===== config.mk =====
export PLATFORM = sky130hd
export DESIGN_NAME = mem_loader_ctrl
export DESIGN_NICKNAME = d
export VERILOG_FILES = /design/src/rtl/mem_loader_pkg.sv /design/src/rtl/mem_port_mux.sv /design/src/rtl/mem_loader_ctrl.sv
export SDC_FILE = /design/constraint.sdc
export NUM_CORES = 1
export LEC_CHECK = 0
export BUFFER_PORTS_ARGS = -buffer_cell sky130_fd_sc_hd__buf_2
export CAP_MARGIN = 5
export CELL_PAD_IN_SITES_DETAIL_PLACEMENT = 0
export CELL_PAD_IN_SITES_GLOBAL_PLACEMENT = 2
export CORE_ASPECT_RATIO = 0.8
export CORE_MARGIN = 1
export CORE_UTILIZATION = 16
export CTS_BUF_LIST = sky130_fd_sc_hd__clkbuf_8
export DETAILED_ROUTE_END_ITERATION = 7
export HOLD_SLACK_MARGIN = 0.05
export PLACE_DENSITY = 0.82
export REMOVE_ABC_BUFFERS = 1
export SKIP_LAST_GASP = 1
export SYNTH_ARGS = -nofsm -noshare
export SYNTH_HDL_FRONTEND = slang
export SYNTH_SLANG_ARGS = --single-unit

===== constraint.sdc =====
create_clock -name clk -period 2 [get_ports clk]
set_input_delay 0.3 -clock clk [delete_from_list [all_inputs] [get_ports clk]]
set_output_delay 0.3 -clock clk [all_outputs]
set_load 0.005 [all_outputs]

===== src/rtl/mem_loader_pkg.sv =====
// Shared types and constants for the host memory loader / CPU run controller.
package mem_loader_pkg;

    typedef enum logic [1:0] {
        CMD_WRITE = 2'd0,
        CMD_READ  = 2'd1,
        CMD_RUN   = 2'd2,
        CMD_HALT  = 2'd3
    } cmdT;

    typedef enum logic [1:0] {
        StHalt,
        StRsp,
        StRun
    } stateT;

    localparam int unsigned CH_IMEM = 0;
    localparam int unsigned CH_DMEM = 1;

endpackage


===== src/rtl/mem_port_mux.sv =====
// One memory channel's port select: host loader side when halted, CPU side while running.
module mem_port_mux #(
    parameter int unsigned DATA_W = 32,
    parameter int unsigned ADDR_W = 32
) (
    input  logic              cpuSel,
    input  logic              hostWe,
    input  logic [ADDR_W-1:0] hostAddr,
    input  logic [DATA_W-1:0] hostWdata,
    input  logic              cpuWe,
    input  logic [ADDR_W-1:0] cpuAddr,
    input  logic [DATA_W-1:0] cpuWdata,
    output logic              memWe,
    output logic [ADDR_W-1:0] memAddr,
    output logic [DATA_W-1:0] memWdata
);

    always_comb begin
        memWe    = hostWe;
        memAddr  = hostAddr;
        memWdata = hostWdata;
        if (cpuSel) begin
            memWe    = cpuWe;
            memAddr  = cpuAddr;
            memWdata = cpuWdata;
        end
    end

endmodule


===== src/rtl/mem_loader_ctrl.sv =====
// Host-side memory loader and run controller: preload/read back memories with the CPU
// held in reset, then release the CPU and count run cycles until HALT or auto-halt.
module mem_loader_ctrl
    import mem_loader_pkg::*;
#(
    parameter int unsigned DATA_W    = 32,
    parameter int unsigned ADDR_W    = 32,
    parameter int unsigned DEPTH     = 64,
    parameter int unsigned NUM_MEM   = 2,
    parameter int unsigned RUN_LIMIT = 0,
    localparam int unsigned SEL_W    = (NUM_MEM > 1) ? $clog2(NUM_MEM) : 1
) (
    input  logic                      clk,
    input  logic                      reset,
    input  logic                      h_valid,
    output logic                      h_ready,
    input  logic [1:0]                h_cmd,
    input  logic [SEL_W-1:0]          h_sel,
    input  logic [ADDR_W-1:0]         h_addr,
    input  logic [DATA_W-1:0]         h_wdata,
    output logic                      rsp_valid,
    output logic [DATA_W-1:0]         rsp_rdata,
    output logic                      err,
    output logic                      running,
    output logic                      cpu_reset,
    output logic [31:0]               cyc_count,
    input  logic                      cpu_we,
    input  logic [ADDR_W-1:0]         cpu_addr,
    input  logic [DATA_W-1:0]         cpu_wdata,
    input  logic [ADDR_W-1:0]         cpu_pc,
    output logic [NUM_MEM-1:0]        mem_we,
    output logic [NUM_MEM*ADDR_W-1:0] mem_addr,
    output logic [NUM_MEM*DATA_W-1:0] mem_wdata,
    input  logic [NUM_MEM*DATA_W-1:0] mem_rdata
);

    stateT              stateQ, stateD;
    logic               errQ, errD;
    logic [DATA_W-1:0]  rdataQ, rdataD;
    logic [31:0]        cycQ, cycD;

    cmdT                cmd;
    logic               accept;
    logic               addrOk;
    logic               selOk;
    logic               rangeOk;
    logic               hostWrite;
    logic [NUM_MEM-1:0] hostWe;
    logic [DATA_W-1:0]  hostRdata;

    assign cmd = cmdT'(h_cmd);

    // Gated by reset so the port closes (and any pending write dies) the instant reset drops.
    assign h_ready   = reset && (stateQ != StRsp);
    assign accept    = h_valid && h_ready;
    assign addrOk    = {2'b00, h_addr[ADDR_W-1:2]} < ADDR_W'(DEPTH);
    assign rangeOk   = addrOk && selOk;
    assign hostWrite = accept && (stateQ == StHalt) && (cmd == CMD_WRITE) && rangeOk;

    always_comb begin
        selOk     = 1'b0;
        hostRdata = '0;
        hostWe    = '0;
        for (int unsigned i = 0; i < NUM_MEM; i++) begin
            if (32'(h_sel) == i) begin
                selOk     = 1'b1;
                hostRdata = mem_rdata[i*DATA_W +: DATA_W];
                hostWe[i] = hostWrite;
            end
        end
    end

    always_comb begin
        stateD = stateQ;
        errD   = errQ;
        rdataD = rdataQ;
        cycD   = cycQ;
        unique case (stateQ)
            StHalt: begin
                if (accept) begin
                    unique case (cmd)
                        CMD_WRITE: begin
                            if (!rangeOk) errD = 1'b1;
                        end
                        CMD_READ: begin
                            rdataD = rangeOk ? hostRdata : '0;
                            if (!rangeOk) errD = 1'b1;
                            stateD = StRsp;
                        end
                        CMD_RUN: begin
                            cycD   = '0;
                            stateD = StRun;
                        end
                        CMD_HALT: errD = 1'b0;
                        default: ;
                    endcase
                end
            end
            StRsp: stateD = StHalt;
            StRun: begin
                if (cycQ != '1) cycD = cycQ + 32'd1;
                if ((RUN_LIMIT != 0) && (cycQ == 32'(RUN_LIMIT - 1))) stateD = StHalt;
                // Only HALT is meaningful while the CPU owns the memories.
                if (accept) begin
                    if (cmd == CMD_HALT) begin
                        stateD = StHalt;
                        errD   = 1'b0;
                    end else begin
                        errD = 1'b1;
                    end
                end
            end
            default: stateD = StHalt;
        endcase
    end

    always_ff @(posedge clk or negedge reset) begin
        if (!reset) begin
            stateQ <= StHalt;
            errQ   <= 1'b0;
            rdataQ <= '0;
            cycQ   <= '0;
        end else begin
            stateQ <= stateD;
            errQ   <= errD;
            rdataQ <= rdataD;
            cycQ   <= cycD;
        end
    end

    assign rsp_valid = (stateQ == StRsp);
    assign rsp_rdata = rdataQ;
    assign err       = errQ;
    assign running   = (stateQ == StRun);
    assign cpu_reset = !running;
    assign cyc_count = cycQ;

    for (genvar ch = 0; ch < NUM_MEM; ch++) begin : genPort
        logic              cpuWe;
        logic [ADDR_W-1:0] cpuAddr;
        logic [DATA_W-1:0] cpuWdata;

        if (ch == int'(CH_IMEM)) begin : genImem
            assign cpuWe    = 1'b0;
            assign cpuAddr  = cpu_pc;
            assign cpuWdata = '0;
        end else if (ch == int'(CH_DMEM)) begin : genDmem
            assign cpuWe    = cpu_we;
            assign cpuAddr  = cpu_addr;
            assign cpuWdata = cpu_wdata;
        end else begin : genIdle
            assign cpuWe    = 1'b0;
            assign cpuAddr  = '0;
            assign cpuWdata = '0;
        end

        mem_port_mux #(
            .DATA_W(DATA_W),
            .ADDR_W(ADDR_W)
        ) uMux (
            .cpuSel   (running),
            .hostWe   (hostWe[ch]),
            .hostAddr (h_addr),
            .hostWdata(h_wdata),
            .cpuWe    (cpuWe),
            .cpuAddr  (cpuAddr),
            .cpuWdata (cpuWdata),
            .memWe    (mem_we[ch]),
            .memAddr  (mem_addr[ch*ADDR_W +: ADDR_W]),
            .memWdata (mem_wdata[ch*DATA_W +: DATA_W])
        );
    end

endmodule


Word-level counts from Yosys, hierarchy flattened
Cells that the tools add are included.
{"block": "totals", "regBits": 67, "in_bits": 231, "output_inout_bits": 199, "word_cells": 60}
{"block": "op_classes", "add_sub_neg": 1, "n_lt_le_gt_ge": 1, "eq_ne": 15, "n_mux": 25, "n_reduce_logical": 14}
{"cell": "32-bit two-way mux", "count": 9}
{"cell": "32-bit case mux with 2 select lines", "count": 1}
{"cell": "32-bit by 1-bit adder with 32-bit output, second input constant", "count": 1}
{"cell": "32-bit != test, second input constant", "count": 1}
{"cell": "30-bit by 7-bit < comparator with 1-bit output, second input constant", "count": 1}
{"cell": "2-bit by 1-bit != test with 1-bit output, second input constant", "count": 5}
{"cell": "1-bit two-way mux", "count": 8}
{"cell": "2-bit case mux with 2 select lines", "count": 2}
{"cell": "4-bit AND reduction", "count": 2}
{"cell": "2-bit == test, second input constant", "count": 3}
{"cell": "2-bit two-way mux", "count": 3}
{"cell": "1-bit logical AND", "count": 5}
{"cell": "5-bit AND reduction", "count": 1}
{"cell": "2-bit by 1-bit == test with 1-bit output, second input constant", "count": 2}
{"cell": "2-bit logical NOT", "count": 2}
{"cell": "1-bit case mux with 2 select lines", "count": 2}
{"cell": "3-bit by 1-bit != test with 1-bit output, second input constant", "count": 1}
{"cell": "3-bit by 2-bit != test with 1-bit output, second input constant", "count": 1}
{"cell": "3-bit != test, second input constant", "count": 1}
{"cell": "3-bit AND reduction", "count": 1}
{"cell": "2-bit != test, second input constant", "count": 1}
{"cell": "2-bit nonzero test", "count": 1}
{"cell": "2-bit OR reduction", "count": 1}
{"cell": "1-bit logical NOT", "count": 1}

Longest topological paths before layout
Gate-level depths: netlist of run 1.
{"block": "logic_depth", "depth_word": 8, "mapped_depth": 7, "depth_no_buf": 6}

Cells and area by module
From an unflattened synthesis of run 1, not the netlist that was laid out.
{"block": "hier_totals", "cells_unflattened": 530, "hier_area_um2": 5667.9}
{"module": "mem_loader_ctrl", "instances": 1, "cells_per_inst": 386, "area_each_um2": 3683.5, "seq_area_each_um2": 1676.6}
{"module": "mem_port_mux", "instances": 2, "cells_per_inst": 72, "area_each_um2": 992.2, "seq_area_each_um2": 0.0}

Least setup slack after synthesis of run 1
Ideal clock, no wire load.
{"block": "synth_timing", "path_kind": "input port to output port", "from": "input h_addr[12]", "to": "output mem_we[1]", "arrival_time_ps": 1781, "required_ps": 1700, "path_slack_ps": -81, "path_stages": 6, "n_path_buf": 1, "path_cell_list": "nor4_1 and4_1 nand3_1 or4b_2 o21ai_0 buf_4"}
{"block": "synth_between", "elab_chain_len": 4}
{"item": "from (decl)", "line": "mem_loader_ctrl.sv:19", "text": "input logic [ADDR_W-1:0] h_addr,"}
{"item": "30-bit by 7-bit < comparator with 1-bit output", "line": "mem_loader_ctrl.sv:56", "text": "assign addrOk = {2'b00, h_addr[ADDR_W-1:2]} < ADDR_W'(DEPTH);"}
{"item": "1-bit logical AND", "line": "mem_loader_ctrl.sv:58", "text": "assign hostWrite = accept && (stateQ == StHalt) && (cmd == CMD_WRITE) && rangeOk;"}
{"item": "1-bit two-way mux", "line": "mem_loader_ctrl.sv:65", "text": "if (32'(h_sel) == i) begin"}
{"item": "1-bit two-way mux", "line": "mem_port_mux.sv:22", "text": "if (cpuSel) begin"}
{"item": "to (decl)", "line": "mem_loader_ctrl.sv:31", "text": "output logic [NUM_MEM-1:0] mem_we,"}
No other way between the ends.

Worst setup path in the final report of run 1
{"block": "layout_timing", "from": "input h_addr[30]", "to": "output mem_we[1]"}
Same word-level chain as after synthesis.

==> results of run 1 <==
[area by class of cell]
class,instances,area [um2],share of cell area (%)
Sequential cell,67,1680,16.3
Timing Repair Buffer,559,4030,39.2
Inverter,9,46.3,0.451
Clock inverter,7,100,0.975
Clock buffer,9,124,1.21
Antenna cell,3,7.51,0.0731
Multi-Input combinational cell,520,3810,37.1
Tap cell,377,472,4.59
[cell usage after synthesis, drive strengths merged, types with 10 or more instances]
library cell,count
nand2,219
dfrtp,67
o31ai,40
clkbuf,37
and2,33
mux2i,33
a21o,32
nand3,28
nor2,22
a21oi,18
o21ai,17
nor4,10
[worst max-delay path by stage]
stage / start / end / slack (ns) / cells after the start
2_1_floorplan: stateQ[0] / cyc_count[15] / -3.18 / 4
6_report: h_addr[30] / mem_we[1] / -0.20 / 8
3_3_place_gp: h_addr[30] / mem_we[1] / -0.54 / 8
3_5_place_dp: h_addr[30] / mem_we[1] / -0.51 / 8
5_1_grt: h_addr[12] / mem_we[1] / -0.32 / 7
4_1_cts: h_addr[30] / mem_we[1] / -0.22 / 8
[power by group through the flow]
stage                     logic (mW)  clock network, mW  registers [mW]
after floorplan                0.788                  0            1.72
after global placement          2.28                  0            1.63
after detailed placement        2.29                  0            1.63
after CTS                       2.95               1.35            1.61
after global routing            3.70               1.41            1.64
final                           3.43               1.30            1.61
[per-layer routing]
| layer | share of wire, % | vias up |
|---|---|---|
| met4 | 2.4 | 0 |
| met5 | 0 | - |
| met2 | 50 | 261 |
| met3 | 6.4 | 32 |
| li1 | - | 3301 |
| met1 | 41 | 3201 |
[kinds of logic after synthesis]
family,after synthesis,share of synthesized area [%]
and+or+nand+nor,358,34.9
muxes,33,6.90
DFF,67,35.0
adders and majority gates,1,0.261
AOI/OAI and AO/OA,128,18.7
buffers and inverters,50,4.23
[flip-flops by register name (all words and copies together), names as in the netlist]
register / count
cyc_count: 32
stateQ: 2
rsp_rdata: 32
err: 1
[worst max-delay path: stages]
cell and delay (ns):
buf_8 0.10, nor4_4 0.26, buf_4 0.15, and4_4 0.24, nand3_4 0.08, or4b_4 0.52
o21ai_2 0.12, buf_2 0.12
[metrics by stage]
step | utilization [%] | total power, mW | instances | hold WS (ns) | instance area (um2)
3_5_place_dp | 27.1 | 3.92 | 1484 | 0.459 | 7950
3_3_place_gp | 27.1 | 3.91 | 1484 | 0.451 | 7950
2_1_floorplan | - | 2.51 | 596 | 0.00441 | 4620
5_1_grt | 35.0 | 6.74 | 1549 | 0.0835 | 10300
4_1_cts | 31.4 | 5.91 | 1530 | 0.0611 | 9230
6_report | 35.0 | 6.35 | 1551 | 0.0672 | 10300
[repair_timing]
action / CTS / global route
gates cloned: 13 / 6
endpoints found under the setup margin: 133 / 146
pin swaps: 102 / 102
buffers inserted: 18 / 21
gates resized for setup: 164 / 214
[placed cells by master (no fill, tap or decap), types with 19 or more instances in the layout]
| master | synthesis | routed |
|---|---|---|
| a21o_1 | 32 | 32 |
| and2_4 | 0 | 23 |
| buf_12 | 0 | 21 |
| buf_2 | 0 | 389 |
| buf_4 | 2 | 75 |
| buf_6 | 1 | 49 |
| dfrtp_1 | 67 | 66 |
| mux2i_1 | 33 | 33 |
| nand2_1 | 219 | 97 |
| nand2_2 | 0 | 58 |
| nand2_4 | 0 | 58 |
| nand3_1 | 28 | 24 |
| nor2_1 | 22 | 19 |
| o31ai_1 | 39 | 38 |
==> results.json, run 1 <==
{
  "status": "finished, violations left",
  "violations": "setup timing",
  "p_seq_share_pct": 25.4,
  "final_net_count": 1398,
  "cts_buffer_depth": 2,
  "track_usage_pct": 15.2,
  "synth_area_um2": 4790,
  "switching_share_pct": 36.6,
  "drc": 0,
  "reg2reg_slack_ns": -0.08,
  "fmax_mhz": 454,
  "p_per_area_nw_per_um2": 619,
  "place_congestion": 0.751,
  "h-tree-depth": 3,
  "grt_pass1_wl_um": 35800,
  "p_sw_mw": 2.32,
  "synthFlopType": "dfrtp_1",
  "die_x_um": 195,
  "grt_pass1_vias": 6218,
  "io_pins": 430,
  "use_met1_pct": 18.1,
  "rr_startpoint": "stateQ[0]",
  "arrival_ns": 1.90,
  "overflow": 0,
  "p_int_mw": 4.03,
  "setup_tns_ns": -6.86,
  "synth-edff-count": 0,
  "r2r_end": "cyc_count[4]",
  "root_buffer": "clkbuf_8",
  "clockPowerShare_pct": 20.5,
  "antenna_found_initial": 3,
  "maxSlewViolCount": 0,
  "p_leak_nw": 5.67,
  "top_usage_layer": "met2",
  "setup_ws_ns": -0.201,
  "ys_ff_latch": 67,
  "hold_viol": 0,
  "start_util_pct": 16.3,
  "path_max_fanout": 2,
  "synth_cells": 637,
  "async_flop_share_pct": 100,
  "vdd_drop_max_mv": 0.321,
  "clk_pin_slew_worst_paths_ns": 0.08,
  "crit_type": "input port to output pin",
  "synth_largest_area_cell": "dfrtp_1",
  "relSlewSlack_pct": 51.6,
  "finalCriticalPeriod_ns": 2.20,
  "crit_path_end_kind": "output pin",
  "viasPerCell": 4.38,
  "grt_setup_unrepaired": "true",
  "yosysSeqAreaShare_pct": 35.0,
  "avgSynthCellArea_um2": 7.52,
  "core_area_um2": 29400,
  "port_buffers": 429,
  "worst_r2r_path_depth": 9,
  "yosys_warnings": 0,
  "cts_hold_buf": 0,
  "synth_top_area_share_pct": 35.0,
  "p_comb_share_pct": 54.0,
  "wire_per_inst_um": 16.7,
  "dr.pass1.iters": 4,
  "drv_cap": 0,
  "drtIter0Drc": 326,
  "min_path_type": "input port to asynchronous set/reset pin",
  "cts.sinks": 67,
  "wl_um": 25900,
  "dieArea_um2": 30600,
  "required_ns": 1.70,
  "fillers": 3033,
  "setup_viol": 96,
  "clkLatencyLatePin_ns": 0.36,
  "cts_tree": "built",
  "antenna_left": 0,
  "synth_cell_types": 48,
  "numCtsBuffers": 9,
  "synth.area.top_cells": "dfrtp_1, nand2_1, mux2i_1",
  "die_h_um": 157,
  "dpl.hpwl_um": 18600,
  "num_rows": 56,
  "drive_above_1_share_pct": 65.1,
  "worstMarginPinSlew_ns": 0.727,
  "dr_total_vias": 6795,
  "start_kind": "input port",
  "grt_max_degree": 54,
  "finClkSkew_ns": 0.0102,
  "pre_cts_ws_ns": -0.513,
  "grt_use_met3_pct": 3.79,
  "grtUsageMet2_pct": 27.1,
  "syn2layout_area_growth_pct": 114,
  "period_share_pct": 110
}
Power figures use the tool's default switching activity.
==> run 2: changes to the inputs <==
- CORE_UTILIZATION: 16 -> 18
- PLACE_DENSITY: 0.82 -> 0.86
- RECOVER_POWER: not set -> 25
- clock period: 2 -> 2.5 ns (I/O delays scaled with it)
==> run 2 against run 1 <==
The run now ends clean. Wire length fell by 10%. Register-to-register slack better by 0.36 ns. Sequential power fell by 14%. Worst hold slack better by 0.22 ns. Sequential cell count stayed put. Total power is 39% lower. Largest power group unchanged.
==> results.json, run 2 (same netlist as run 1, synthesis figures left out) <==
{
  "status": "completed",
  "wl_um": 23300,
  "crit_type": "input port to output pin",
  "num_rows": 52,
  "finalCriticalPeriod_ns": 2.39,
  "grt_pass1_wl_um": 34200,
  "hold_depth": 2,
  "cts_resized": 1,
  "place_congestion": 0.767,
  "min_path_type": "input port to flip-flop",
  "drc": 0,
  "hp-start": "h_cmd[1]",
  "die_x_um": 184,
  "p_leak_nw": 4.35,
  "place_area_um2": 7430,
  "h-tree-depth": 3,
  "worst_r2r_path_depth": 6,
  "syn2layout_area_growth_pct": 59.6,
  "wl_met1_um": 9580,
  "fin_util_pct": 29.7,
  "dr_wl_met2_um": 11700,
  "dieArea_um2": 27300,
  "cts_buffer_depth": 2,
  "setup_tns_ns": 0,
  "dr.pass1.iters": 4,
  "grt_setup_unrepaired": "true",
  "final_common_cell": "buf_2",
  "path_max_fanout": 2,
  "finalNonFillerCells": 1416,
  "track_usage_pct": 16.3,
  "whs_ns": 0.290,
  "numCtsBuffers": 9,
  "setup_viol": 0,
  "viasPerCell": 4.38,
  "arrival_ns": 2.01,
  "clkLatencyLatePin_ns": 0.35,
  "dpl.hpwl_um": 19000,
  "finClkSkew_ns": 0.00748,
  "dr_wl_met3_um": 1800,
  "p_per_area_nw_per_um2": 504,
  "fmax_mhz": 418,
  "hold_viol": 0,
  "top_layer": "met5",
  "core_area_um2": 25700,
  "drv_cap": 0,
  "vdd_drop_max_mv": 0.220,
  "relSlewSlack_pct": 37.3,
  "grt_pass1_vias": 5907,
  "period_share_pct": 95.6,
  "drive_above_1_share_pct": 44.1,
  "crit_path_end_kind": "output pin",
  "cts_setup_buffers": 0,
  "clk_pin_slew_worst_paths_ns": 0.07,
  "cts_hold_buf": 0,
  "worstMarginPinSlew_ns": 0.940,
  "rr_startpoint": "cyc_count[1]",
  "fin_area_um2": 7640,
  "die_h_um": 148,
  "io_pins": 430,
  "worstHoldEndpoint": "err",
  "dr_total_vias": 6196,
  "maxSlewViolCount": 0,
  "grt_max_degree": 70,
  "final_net_count": 1292,
  "overflow": 0,
  "start_util_pct": 18.6,
  "drtIter0Drc": 307,
  "final_cell_mix": "buf_2, nand2_1, dfrtp_1, o31ai_1",
  "cts_tree": "built",
  "wire_per_inst_um": 16.5,
  "antenna_left": 0,
  "reg2reg_slack_ns": 0.28,
  "cts.sinks": 67,
  "place_inst": 1400,
  "root_buffer": "clkbuf_8",
  "required_ns": 2.12,
  "start_kind": "input port",
  "r2r_end": "cyc_count[30]",
  "fillers": 2858,
  "port_buffers": 429,
  "antenna_found_initial": 2
}
-- run 2: cell type report --
type,count,area (um2),area share [%]
Timing Repair Buffer,453,2350,30.8
Sequential cell,67,1680,21.9
Inverter,9,41.3,0.540
Clock inverter,4,42.5,0.557
Antenna cell,1,2.50,0.0328
Multi-Input combinational cell,520,2930,38.4
Clock buffer,11,151,1.98
Tap cell,351,439,5.75
-- run 2: worst max-delay path by stage --
stage	startpoint	end	slack, ns	cells after the start
detailed placement	h_addr[17]	mem_we[1]	-0.10	8
finish	h_addr[17]	mem_we[1]	0.11	8
CTS	stateQ[1]	mem_wdata[37]	0.04	5
floorplan	stateQ[0]	cyc_count[15]	-2.68	4
global placement	h_addr[17]	mem_we[1]	-0.09	8
global route	stateQ[1]	mem_addr[36]	-0.001	6
-- run 2: metrics by stage --
step,power [mW],setup slack (ns)
after floorplan,2.01,-2.68
final,3.85,0.110
after global routing,4.14,-0.00140
after detailed placement,2.97,-0.104
after global placement,2.96,-0.0881
after CTS,3.92,0.0352
-- run 2: layer usage --
layer  vias to the layer above  global-route usage (%)
li1                       3070                       -
met1                      2872                    19.8
met2                       238                    29.2
met3                        14                    4.39
met4                         2                    2.13
met5                         -                       0
-- run 2: worst max-delay path, stage by stage --
cell and delay (ns):
buf_2 0.11, nor4_2 0.27, buf_4 0.17, and4_1 0.20, nand3_2 0.09, or4b_4 0.51
o21ai_0 0.15, buf_2 0.14
-- run 2: where the power goes --
group | switching (mW) | internal [mW] | total, mW
clock | 0.417 | 0.502 | 0.918
sequential | 0.190 | 1.20 | 1.39
combinational | 0.831 | 0.712 | 1.54
total | 1.44 | 2.41 | 3.85
